[src/rtl/load_store_unit.sv]
// load_store_unit: multi-cycle data-memory access engine. Latches one access on
// start, either faults immediately (misaligned / illegal funct3) or performs a
// single word-aligned req/ready transaction, and returns extended load data.
module load_store_unit #(
  parameter int ADDR_WIDTH = 32
) (
  input  logic                  clk,
  input  logic                  rst_n,
  input  logic                  start,
  input  logic                  isStore,
  input  logic [2:0]            funct3,
  input  logic [ADDR_WIDTH-1:0] addr,
  input  logic [31:0]           storeData,
  output logic [31:0]           loadData,
  output logic                  busy,
  output logic                  done,
  output logic                  fault,
  output logic                  memReq,
  output logic                  memWe,
  output logic [ADDR_WIDTH-1:0] memAddr,
  output logic [3:0]            memByteEn,
  output logic [31:0]           memWData,
  input  logic                  memReady,
  input  logic [31:0]           memRData
);

  typedef enum logic [1:0] {
    S_IDLE   = 2'd0,
    S_ACCESS = 2'd1,
    S_DONE   = 2'd2,
    S_FAULT  = 2'd3
  } state_t;

  state_t     state;
  logic       st_q;
  logic [2:0] f3_q;
  logic [1:0] off_q;

  // Unsupported funct3 for the direction, or a halfword/word that straddles its natural alignment.
  function automatic logic is_illegal(input logic st, input logic [2:0] f3, input logic [1:0] off);
    logic bad;
    if (st) bad = (f3 > 3'b010);
    else    bad = (f3 == 3'b011) || (f3 == 3'b110) || (f3 == 3'b111);
    if ((f3[1:0] == 2'b01) && off[0])         bad = 1'b1;
    if ((f3[1:0] == 2'b10) && (off != 2'b00)) bad = 1'b1;
    return bad;
  endfunction

  // Lane enables: size mask shifted to the byte offset within the word.
  function automatic logic [3:0] byte_enables(input logic [2:0] f3, input logic [1:0] off);
    logic [3:0] be;
    case (f3[1:0])
      2'b00:   be = 4'b0001 << off;
      2'b01:   be = 4'b0011 << off;
      default: be = 4'b1111;
    endcase
    return be;
  endfunction

  // Replicate the store operand across every lane it could land in.
  function automatic logic [31:0] replicate_store(input logic [2:0] f3, input logic [31:0] d);
    logic [31:0] w;
    case (f3[1:0])
      2'b00:   w = {4{d[7:0]}};
      2'b01:   w = {2{d[15:0]}};
      default: w = d;
    endcase
    return w;
  endfunction

  // Pick the addressed byte/halfword from the read word and extend it per funct3[2].
  function automatic logic [31:0] extract_load(input logic [2:0] f3, input logic [1:0] off,
                                               input logic [31:0] rdata);
    logic signed [7:0]  b;
    logic signed [15:0] h;
    logic [31:0]        r;
    b = $signed(rdata[{off, 3'b000} +: 8]);
    h = $signed(rdata[{off[1], 4'b0000} +: 16]);
    case (f3[1:0])
      2'b00: begin
        if (f3[2]) r = {24'd0, b};
        else       r = {{24{b[7]}}, b};
      end
      2'b01: begin
        if (f3[2]) r = {16'd0, h};
        else       r = {{16{h[15]}}, h};
      end
      default: r = rdata;
    endcase
    return r;
  endfunction

  // Access FSM with registered handshake, status and memory-port outputs.
  always_ff @(posedge clk or negedge rst_n) begin
    if (!rst_n) begin
      state     <= S_IDLE;
      st_q      <= 1'b0;
      f3_q      <= 3'd0;
      off_q     <= 2'd0;
      busy      <= 1'b0;
      done      <= 1'b0;
      fault     <= 1'b0;
      memReq    <= 1'b0;
      memWe     <= 1'b0;
      memAddr   <= '0;
      memByteEn <= 4'd0;
      memWData  <= 32'd0;
      loadData  <= 32'd0;
    end else begin
      done  <= 1'b0;
      fault <= 1'b0;
      case (state)
        S_IDLE: begin
          if (start) begin
            st_q  <= isStore;
            f3_q  <= funct3;
            off_q <= addr[1:0];
            busy  <= 1'b1;
            if (is_illegal(isStore, funct3, addr[1:0])) begin
              state <= S_FAULT;
              done  <= 1'b1;
              fault <= 1'b1;
            end else begin
              state     <= S_ACCESS;
              memReq    <= 1'b1;
              memWe     <= isStore;
              memAddr   <= {addr[ADDR_WIDTH-1:2], 2'b00};
              memByteEn <= byte_enables(funct3, addr[1:0]);
              memWData  <= replicate_store(funct3, storeData);
            end
          end
        end
        S_ACCESS: begin
          if (memReady) begin
            state  <= S_DONE;
            memReq <= 1'b0;
            memWe  <= 1'b0;
            done   <= 1'b1;
            if (!st_q) loadData <= extract_load(f3_q, off_q, memRData);
          end
        end
        S_DONE, S_FAULT: begin
          state <= S_IDLE;
          busy  <= 1'b0;
        end
        default: begin
          state  <= S_IDLE;
          busy   <= 1'b0;
          memReq <= 1'b0;
          memWe  <= 1'b0;
        end
      endcase
    end
  end

endmodule

[config.mk]
export PLATFORM = sky130hd
export DESIGN_NAME = load_store_unit
export DESIGN_NICKNAME = d
export VERILOG_FILES = /design/src/rtl/load_store_unit.sv
export SDC_FILE = /design/constraint.sdc
export NUM_CORES = 1
export LEC_CHECK = 0
export CAP_MARGIN = 20
export CORE_MARGIN = 1
export CORE_UTILIZATION = 35
export DETAILED_ROUTE_END_ITERATION = 6
export PLACE_DENSITY = 0.74
export SKIP_CTS_REPAIR_TIMING = 1
export SLEW_MARGIN = 40
export SYNTH_ARGS = -nofsm -noshare
export SYNTH_HDL_FRONTEND = slang
export SYNTH_SLANG_ARGS = --single-unit
[constraint.sdc]
create_clock -name clk -period 1.6 [get_ports clk]
set_input_delay 0.48 -clock clk [delete_from_list [all_inputs] [get_ports clk]]
set_output_delay 0.48 -clock clk [all_outputs]
set_load 0.005 [all_outputs]
Word level (Yosys, flattened, before mapping)
Index checks and enable logic that the tools add are counted.
{"block": "totals", "word_cells": 77, "ff_bits": 111}
{"block": "op_classes", "shift": 4, "n_mux": 28, "reduce_logical": 17, "eq_ne": 12, "magnitude_cmp": 1, "bitwise_logic": 2}
{"op": "one-hot mux 32 bit (2 select lines)", "n": 2}
{"op": "2-to-1 mux 32 bit", "n": 2}
{"op": "variable part select 32 x 6 -> 16 bit", "n": 1}
{"op": "variable part select 32 x 6 -> 8 bit", "n": 1}
{"op": "2-to-1 mux 1 bit", "n": 15}
{"op": "one-hot mux 1 bit (2 select lines)", "n": 4}
{"op": "one-hot mux 4 bit (2 select lines)", "n": 1}
{"op": "equality test 2 x 1 -> 1 bit, second input constant", "n": 3}
{"op": "equality test 2 bit, second input constant", "n": 3}
{"op": "equality test 3 bit, second input constant", "n": 2}
{"op": "logical NOT 2 bit", "n": 3}
{"op": "2-to-1 mux 2 bit", "n": 3}
{"op": "inequality test 2 bit, second input constant", "n": 3}
{"op": "one-hot mux 2 bit (3 select lines)", "n": 1}
{"op": "AND reduction 2 bit", "n": 3}
{"op": "AND reduction 3 bit", "n": 2}
{"op": "nonzero test 2 bit", "n": 3}
{"op": "AND reduction 4 bit", "n": 1}
{"op": "left shift 1 x 2 -> 4 bit, first input constant", "n": 1}
{"op": "left shift 2 x 2 -> 4 bit, first input constant", "n": 1}
{"op": "equality test 3 x 2 -> 1 bit, second input constant", "n": 1}
{"op": "greater-than comparator 3 x 2 -> 1 bit, second input constant", "n": 1}
{"op": "logical AND 1 bit", "n": 2}
{"op": "logical OR 1 bit", "n": 2}
{"op": "2 further kinds", "n": 3}

Longest topological paths before layout
Gate-level depths: netlist of the first run.
{"block": "depth", "word_depth": 11, "depth_mapped": 7}

Worst setup path before layout of the first run
Ideal clock, no wire load.
{"block": "synth_timing", "path_kind": "input to register", "from": "input port start", "to": "register memAddr[20]", "setup_ns": 0.125, "setup_slack_ns": -0.150, "required_ns": 1.475, "arrival_time_ns": 1.625, "path_buffers": 2, "stages": 5, "cell_sequence": "or3b_1 > o21bai_4 > buf_6 > buf_6 > mux2_4"}
{"block": "synth_between", "elab_chain_cells": 1}
{"item": "from (decl)", "line": "9", "rtl": "input logic start,"}
{"item": "AND reduction 3 bit (no source line)"}
{"item": "to (signal assigned)", "line": "127", "rtl": "memAddr <= {addr[ADDR_WIDTH-1:2], 2'b00};"}
{"item": "to (decl)", "line": "20", "rtl": "output logic [ADDR_WIDTH-1:0] memAddr,"}
Every way passes these cells.
A chain may end at the register's enable or synchronous reset.

Final worst setup path of the first run
{"block": "layout_timing", "from": "register state[1]", "to": "register memAddr[23]"}
{"block": "layout_between", "elab_chain_cells": 2}
{"item": "from (decl)", "line": "34", "rtl": "state_t state;"}
{"item": "from (signal assigned)", "line": "96", "rtl": "state <= S_IDLE;"}
{"item": "from (signal assigned)", "line": "120", "rtl": "state <= S_FAULT;"}
{"item": "from (signal assigned)", "line": "124", "rtl": "state <= S_ACCESS;"}
{"item": "logical NOT 2 bit", "line": "112", "rtl": "case (state)"}
{"item": "AND reduction 3 bit (no source line)"}
Every way passes these cells.

==> flow_metrics.env, run 1 <==
export IMPL_finalCritPeriodShare_pct=108.5
export IMPL_cts_tree="done"
export IMPL_synth_edf_count=0
export IMPL_dp_hpwl_mm=12.11
export IMPL_path_max_fanout=7
export IMPL_synthCells=475
export IMPL_yosysUniqueCellTypes=39
export IMPL_synth_flop_cell="dfrtp_1"
export IMPL_reg2reg_depth=4
export IMPL_drive_gt1_share_pct=26.04
export IMPL_antenna_found_initial=2
export IMPL_path_clk_slew_ps=70
export IMPL_num_rows=44
export IMPL_firstDrtPassIters=5
export IMPL_die_x_um=123.8
export IMPL_power_switching_w=0.004665
export IMPL_port_buffer_count=206
export IMPL_cp_required_ps=1850
export IMPL_tightest_slew_ps=540.9
export IMPL_synth_seq_cells=111
export IMPL_io_pins=209
export IMPL_p_sw_share_pct=32.36
export IMPL_track_usage_pct=20.93
export IMPL_final_hold_violation_count=0
export IMPL_drt_iter0_drc=324
export IMPL_crit_path_cell_trace="or3b_4, o21bai_4, clkbuf_16, mux2_4"
export IMPL_synthArstFlopShare_pct=100.0
export IMPL_initial_utilization_pct=35.87
export IMPL_dp_cells=892
export IMPL_hold_slack_ps=103.5
export IMPL_grt_overflow=0
export IMPL_cts_htree_levels=3
export IMPL_grt_pass1_wl_mm=24.03
export IMPL_area_growth_pct=74.27
export IMPL_ant_nets=0
export IMPL_use_met3_pct=6.960
export IMPL_clkPwrFrac_pct=15.7
export IMPL_max_stage_delay_ps=430
export IMPL_clkSinkCount=111
export IMPL_yosys_top_cells_count="dfrtp_1, nand2_1, o21ai_0"
export IMPL_min_path_type="in -> async"
export IMPL_cap_viol_max_count=0
export IMPL_place_congestion=0.8918
export IMPL_setup_violations_final=56
export IMPL_ys_seq_area_share_pct=53.48
export IMPL_wirelength_mm=17.85
export IMPL_use_met1_pct=24.38
export IMPL_power_density_mw_per_mm2=1593
export IMPL_num_vias=4902
export IMPL_rrSetupSlack_ps=-140
export IMPL_die_h_um=123.8
export IMPL_slowest_stage="or3b_4"
export IMPL_grt_busiest_layer="met2"
export IMPL_violations="setup timing"
export IMPL_syn_avg_cell_area_sq_um=10.93
export IMPL_cp_top_family="simple AND/OR/NAND/NOR gates"
export IMPL_peakVddDrop_v=0.0008839
export IMPL_finalClockSkew_ps=6.881
export IMPL_yosysTopAreaCellShare_pct=53.48
export IMPL_synth_top_cell_by_area="dfrtp_1"
export IMPL_slew_headroom_pct=63.94
export IMPL_post_drt_via_cell_ratio=5.138
export IMPL_endpoint_kind="flop"
export IMPL_yosysMostFrequentCell="dfrtp_1"
export IMPL_period_minus_slack_ps=1737
export IMPL_yosys_warnings=0
export IMPL_cp_num_cells=4
export IMPL_ys_top_cells_by_area="dfrtp_1, mux2i_1, mux2_2, o21ai_0, nand2_1"
export IMPL_fin_nets=867
export IMPL_met2_usage_pct=35.24
export IMPL_p_leak_nw=5.233
export IMPL_crit_buf_inv=1
export IMPL_clk_latency_ps=360
export IMPL_combPwrFrac_pct=48.8
export IMPL_grt_pass1_vias=4710
export IMPL_ctsLongestPathBuffers=2
export IMPL_wl_per_cell_um=18.71
export IMPL_seq_power_share_pct=35.4
export IMPL_arrival_ps=1980
export IMPL_fmax_ghz=0.5758
export IMPL_syn_area_sq_mm=0.005194
export IMPL_numCtsBuffers=9
export IMPL_cp_start_kind="flop"
export IMPL_fin_cells=954
export IMPL_rsz0062_at_grt="true"
export IMPL_maxSlewViolCount=0
export IMPL_intPower_w=0.009750
export IMPL_core_sq_mm=0.01448
export IMPL_die_area_sq_mm=0.01533
export IMPL_grt_max_degree=70
export IMPL_root_buffer="clkbuf_16"
export IMPL_path_class="reg -> reg"
export IMPL_status="finished, violations left"
export IMPL_setup_slack_ps=-136.7
export IMPL_drc_errors=0
==> final cells by class <==
type / count / area, sq um
antenna: 2 / 5.005
fill: 1134 / 5428
clock inverter: 5 / 58.81
sequential: 111 / 2779
clock buffer: 11 / 232.7
timing repair buffer: 310 / 3338
inverter: 5 / 18.77
multi-input combinational: 326 / 2389
tap: 184 / 230.2
==> metrics by stage <==
step	power [W]	utilization, %	setup TNS, ps	area, sq um	setup WS [ps]
final	0.01442	62.51	-4496	9051	-136.7
after global routing	0.01527	62.50	-8024	9049	-196.1
after CTS	0.01389	56.24	-27510	8143	-262.5
after detailed placement	0.01157	54.23	-55900	7851	-646.4
after global placement	0.01137	54.23	-53120	7851	-622.6
after floorplan	0.007531	-	-2097	5215	-138.5
==> worst register-to-register path: stages, from the launching register on <==
cell and delay, ps:
dfrtp_1 420, or3b_4 430, o21bai_4 260, clkbuf_16 220, mux2_4 300
==> power groups by stage <==
stage	logic, W	registers, W	clock network [W]
detailed placement	0.00642	0.00515	0
global placement	0.00625	0.00512	0
floorplan	0.00249	0.00504	0
CTS	0.00644	0.00513	0.00232
finish	0.00704	0.00511	0.00227
global route	0.00759	0.00525	0.00243
==> flip-flops by register name (all words and copies together) (netlist names), 2 cells and up <==
signal     cells
state          2
memWData      32
memByteEn      4
f3_q           3
loadData      32
off_q          2
memAddr       30
==> cell usage in the layout, fill, tap and decap left out, types with 3 or more instances in the layout <==
cell type        netlist  layout
mux2_2                31      30
a21oi_1               22      22
nand2_1               55      39
nand3_1               32      31
o21ai_1                0      17
o22a_1                 7       7
and3_1                 7       7
nand2_2                0      13
nand2b_1               5       5
dlymetal6s2s_1         0     114
buf_12                 0       6
a211oi_1               7       7
dfrtp_1              111     110
mux2i_1               41      40
clkbuf_16              0      13
nor2_1                23      23
a22oi_1                7       7
nor3_1                 9       8
o21ai_2                0       7
inv_1                  5       5
mux2_4                13      14
nand2_4                0       3
buf_4                  2      79
nor3b_1                3       3
o21ai_0               42      18
buf_6                  3      14
clkdlybuf4s50_1        0      91
==> worst paths after layout <==
check,start,end
setup / recovery,state[1],memAddr[23]
hold / removal,rst_n,loadData[26]
setup reg to reg,state[1],memAddr[23]
hold reg to reg,memByteEn[0],memByteEn[0]
max in group asynchronous,rst_n,off_q[1]
min in group clk,start,state[0]
==> layer usage <==
metal | up-vias | share of wire [%]
met5 | - | 0.073
met4 | 2 | 2.0
met3 | 27 | 9.5
met2 | 213 | 50
met1 | 2393 | 39
li1 | 2267 | -
==> kinds of logic after synthesis <==
group,share of synthesized area (%)
simple gates,12.86
flops,53.48
compound gates,11.54
mux,18.38
buf+inv,3.662
other cells,0.07220
Note: power is estimated with default switching activity, not from simulation.
==> run 2, diff against run 1 <==
--- a/config.mk
+++ b/config.mk
@@ -10,6 +10,7 @@
 export CORE_UTILIZATION = 35
 export DETAILED_ROUTE_END_ITERATION = 6
 export PLACE_DENSITY = 0.74
+export REMOVE_ABC_BUFFERS = 1
 export SKIP_CTS_REPAIR_TIMING = 1
 export SLEW_MARGIN = 40
 export SYNTH_ARGS = -nofsm -noshare
==> run 2 against run 1 <==
  * The run still ends with setup timing left
  * Combinational power fell by 2%
  * First-iteration DRC count fell by 65%
  * Sequential power shrank 0.8%
  * Register-to-register slack hardly changed
  * Non-clock buffer count decreased by 4
==> flow_metrics.env, run 2 (same netlist as run 1, synthesis figures left out) <==
export IMPL_multi_input_area_sq_mm=0.002337
export IMPL_crit_path_cell_trace="or3b_4, o21bai_4, buf_12, buf_8, mux2_4"
export IMPL_initial_utilization_pct=35.87
export IMPL_num_vias=4799
export IMPL_hold_slack_ps=122.3
export IMPL_die_x_um=123.8
export IMPL_peakVddDrop_v=0.0009715
export IMPL_drc_errors=0
export IMPL_dpl_cell_area_sq_mm=0.007806
export IMPL_fin_cells=946
export IMPL_antenna_found_initial=0
export IMPL_period_minus_slack_ps=1725
export IMPL_cts_htree_levels=3
export IMPL_drive_gt1_share_pct=24.67
export IMPL_core_sq_mm=0.01448
export IMPL_rsz0062_at_grt="true"
export IMPL_grt_overflow=0
export IMPL_setup_slack_ps=-124.8
export IMPL_path_max_fanout=5
export IMPL_register_area_sq_mm=0.002778
export IMPL_firstDrtPassIters=4
export IMPL_fmax_ghz=0.5798
export IMPL_track_usage_pct=19.58
export IMPL_area_growth_pct=73.38
export IMPL_path_clk_slew_ps=70
export IMPL_ant_nets=0
export IMPL_post_drt_via_cell_ratio=5.073
export IMPL_io_pins=209
export IMPL_cap_viol_max_count=0
export IMPL_power_density_mw_per_mm2=1626
export IMPL_root_buffer="clkbuf_16"
export IMPL_finalClockSkew_ps=5.565
export IMPL_fill_cells=1107
export IMPL_min_path_type="in -> async"
export IMPL_grt_pass1_vias=4570
export IMPL_path_class="reg -> reg"
export IMPL_numCtsBuffers=9
export IMPL_maxSlewViolCount=0
export IMPL_clkSinkCount=111
export IMPL_arrival_ps=1960
export IMPL_design_area_sq_mm=0.009005
export IMPL_place_congestion=0.8402
export IMPL_port_buffer_count=206
export IMPL_cts_tree="done"
export IMPL_finalCritPeriodShare_pct=107.8
export IMPL_die_area_sq_mm=0.01533
export IMPL_num_rows=44
export IMPL_final_hold_violation_count=0
export IMPL_p_leak_nw=5.210
export IMPL_cp_required_ps=1840
export IMPL_final_util_pct=62.19
export IMPL_endpoint_kind="flop"
export IMPL_layout_common_cells="dlymetal6s2s_1, dfrtp_1, clkdlybuf4s50_1"
export IMPL_place_ws_ps=-725.9
export IMPL_status="finished, violations left"
export IMPL_die_h_um=123.8
export IMPL_wirelength_mm=16.17
export IMPL_slowest_stage="or3b_4"
export IMPL_grt_max_degree=64
export IMPL_wl_per_cell_um=17.10
export IMPL_dp_hpwl_mm=11.03
export IMPL_violations="setup timing"
export IMPL_antenna_cells=0
export IMPL_setup_violations_final=58
export IMPL_cp_start_kind="flop"
export IMPL_grt_pass1_wl_mm=23.05
export IMPL_largestRegisters="loadData (32), memWData (32), memAddr (30)"
export IMPL_clk_latency_ps=350
export IMPL_drt_iter0_drc=115
export IMPL_final_common_cell="dlymetal6s2s_1"
export IMPL_max_stage_delay_ps=410
export IMPL_ctsLongestPathBuffers=2
export IMPL_dp_cells=888
export IMPL_fin_nets=862
==> run 2: cell count changes in the layout (fill, tap and decap cells not counted), moves of 3 or more <==
cell,delta
o21ai_2,-5
nand2_1,+3
buf_4,-5
nand2_4,-3
o21ai_1,+7
buf_8,+3
==> run 2: final cells by class <==
cell class              count  share of cell area (%)
repair buffers            306                   36.58
flip-flops and latches    111                   30.85
multi-input cells         325                   25.96
clock buffers              12                   2.848
well taps                 184                   2.557
clock inverters             3                   1.000
inverters                   5                  0.2084
==> run 2: critical path, delay by kind of cell, from the launching register on <==
| kind | cells | cell delay, ps |
|---|---|---|
| compound gates | 1 | 230 |
| simple gates | 1 | 410 |
| mux | 1 | 300 |
| buf+inv | 2 | 290 |
| flops | 1 | 380 |
==> run 2: path summary, 6_finish.rpt <==
kind | depth (start not counted) | from | slack, ps | to
worst min register to register | 2 | memWData[26] | 490 | memWData[26]
worst max-delay path | 5 | state[1] | -120 | memWData[0]
worst max register to register | 5 | state[1] | -120 | memWData[0]
max in group asynchronous | 2 | rst_n | 1160 | memAddr[28]
worst min-delay path | 2 | rst_n | 120 | loadData[21]
min in group clk | 2 | memWData[26] | 490 | memWData[26]
==> run 2: power by group <==
part           internal (W)  total, W  switching (W)
sequential          0.00419   0.00507       0.000884
combinational       0.00431   0.00693        0.00262
clock               0.00161   0.00263        0.00102
total                0.0101    0.0146        0.00452
==> run 2: per-layer routing <==
layer / up-vias / part of all wire [%] / global-route usage (%)
li1: 2245 / - / -
met1: 2343 / 40 / 23.78
met2: 198 / 50 / 32.88
met3: 13 / 8.6 / 6.502
met4: 0 / 1.2 / 5.723
met5: - / 0 / 0
==> run 2: metrics by stage <==
step	power, W	setup TNS [ps]
2_1_floorplan	0.007363	-66360
3_3_place_gp	0.01130	-53940
3_5_place_dp	0.01153	-59820
4_1_cts	0.01422	-31080
5_1_grt	0.01555	-5292
6_report	0.01464	-3158
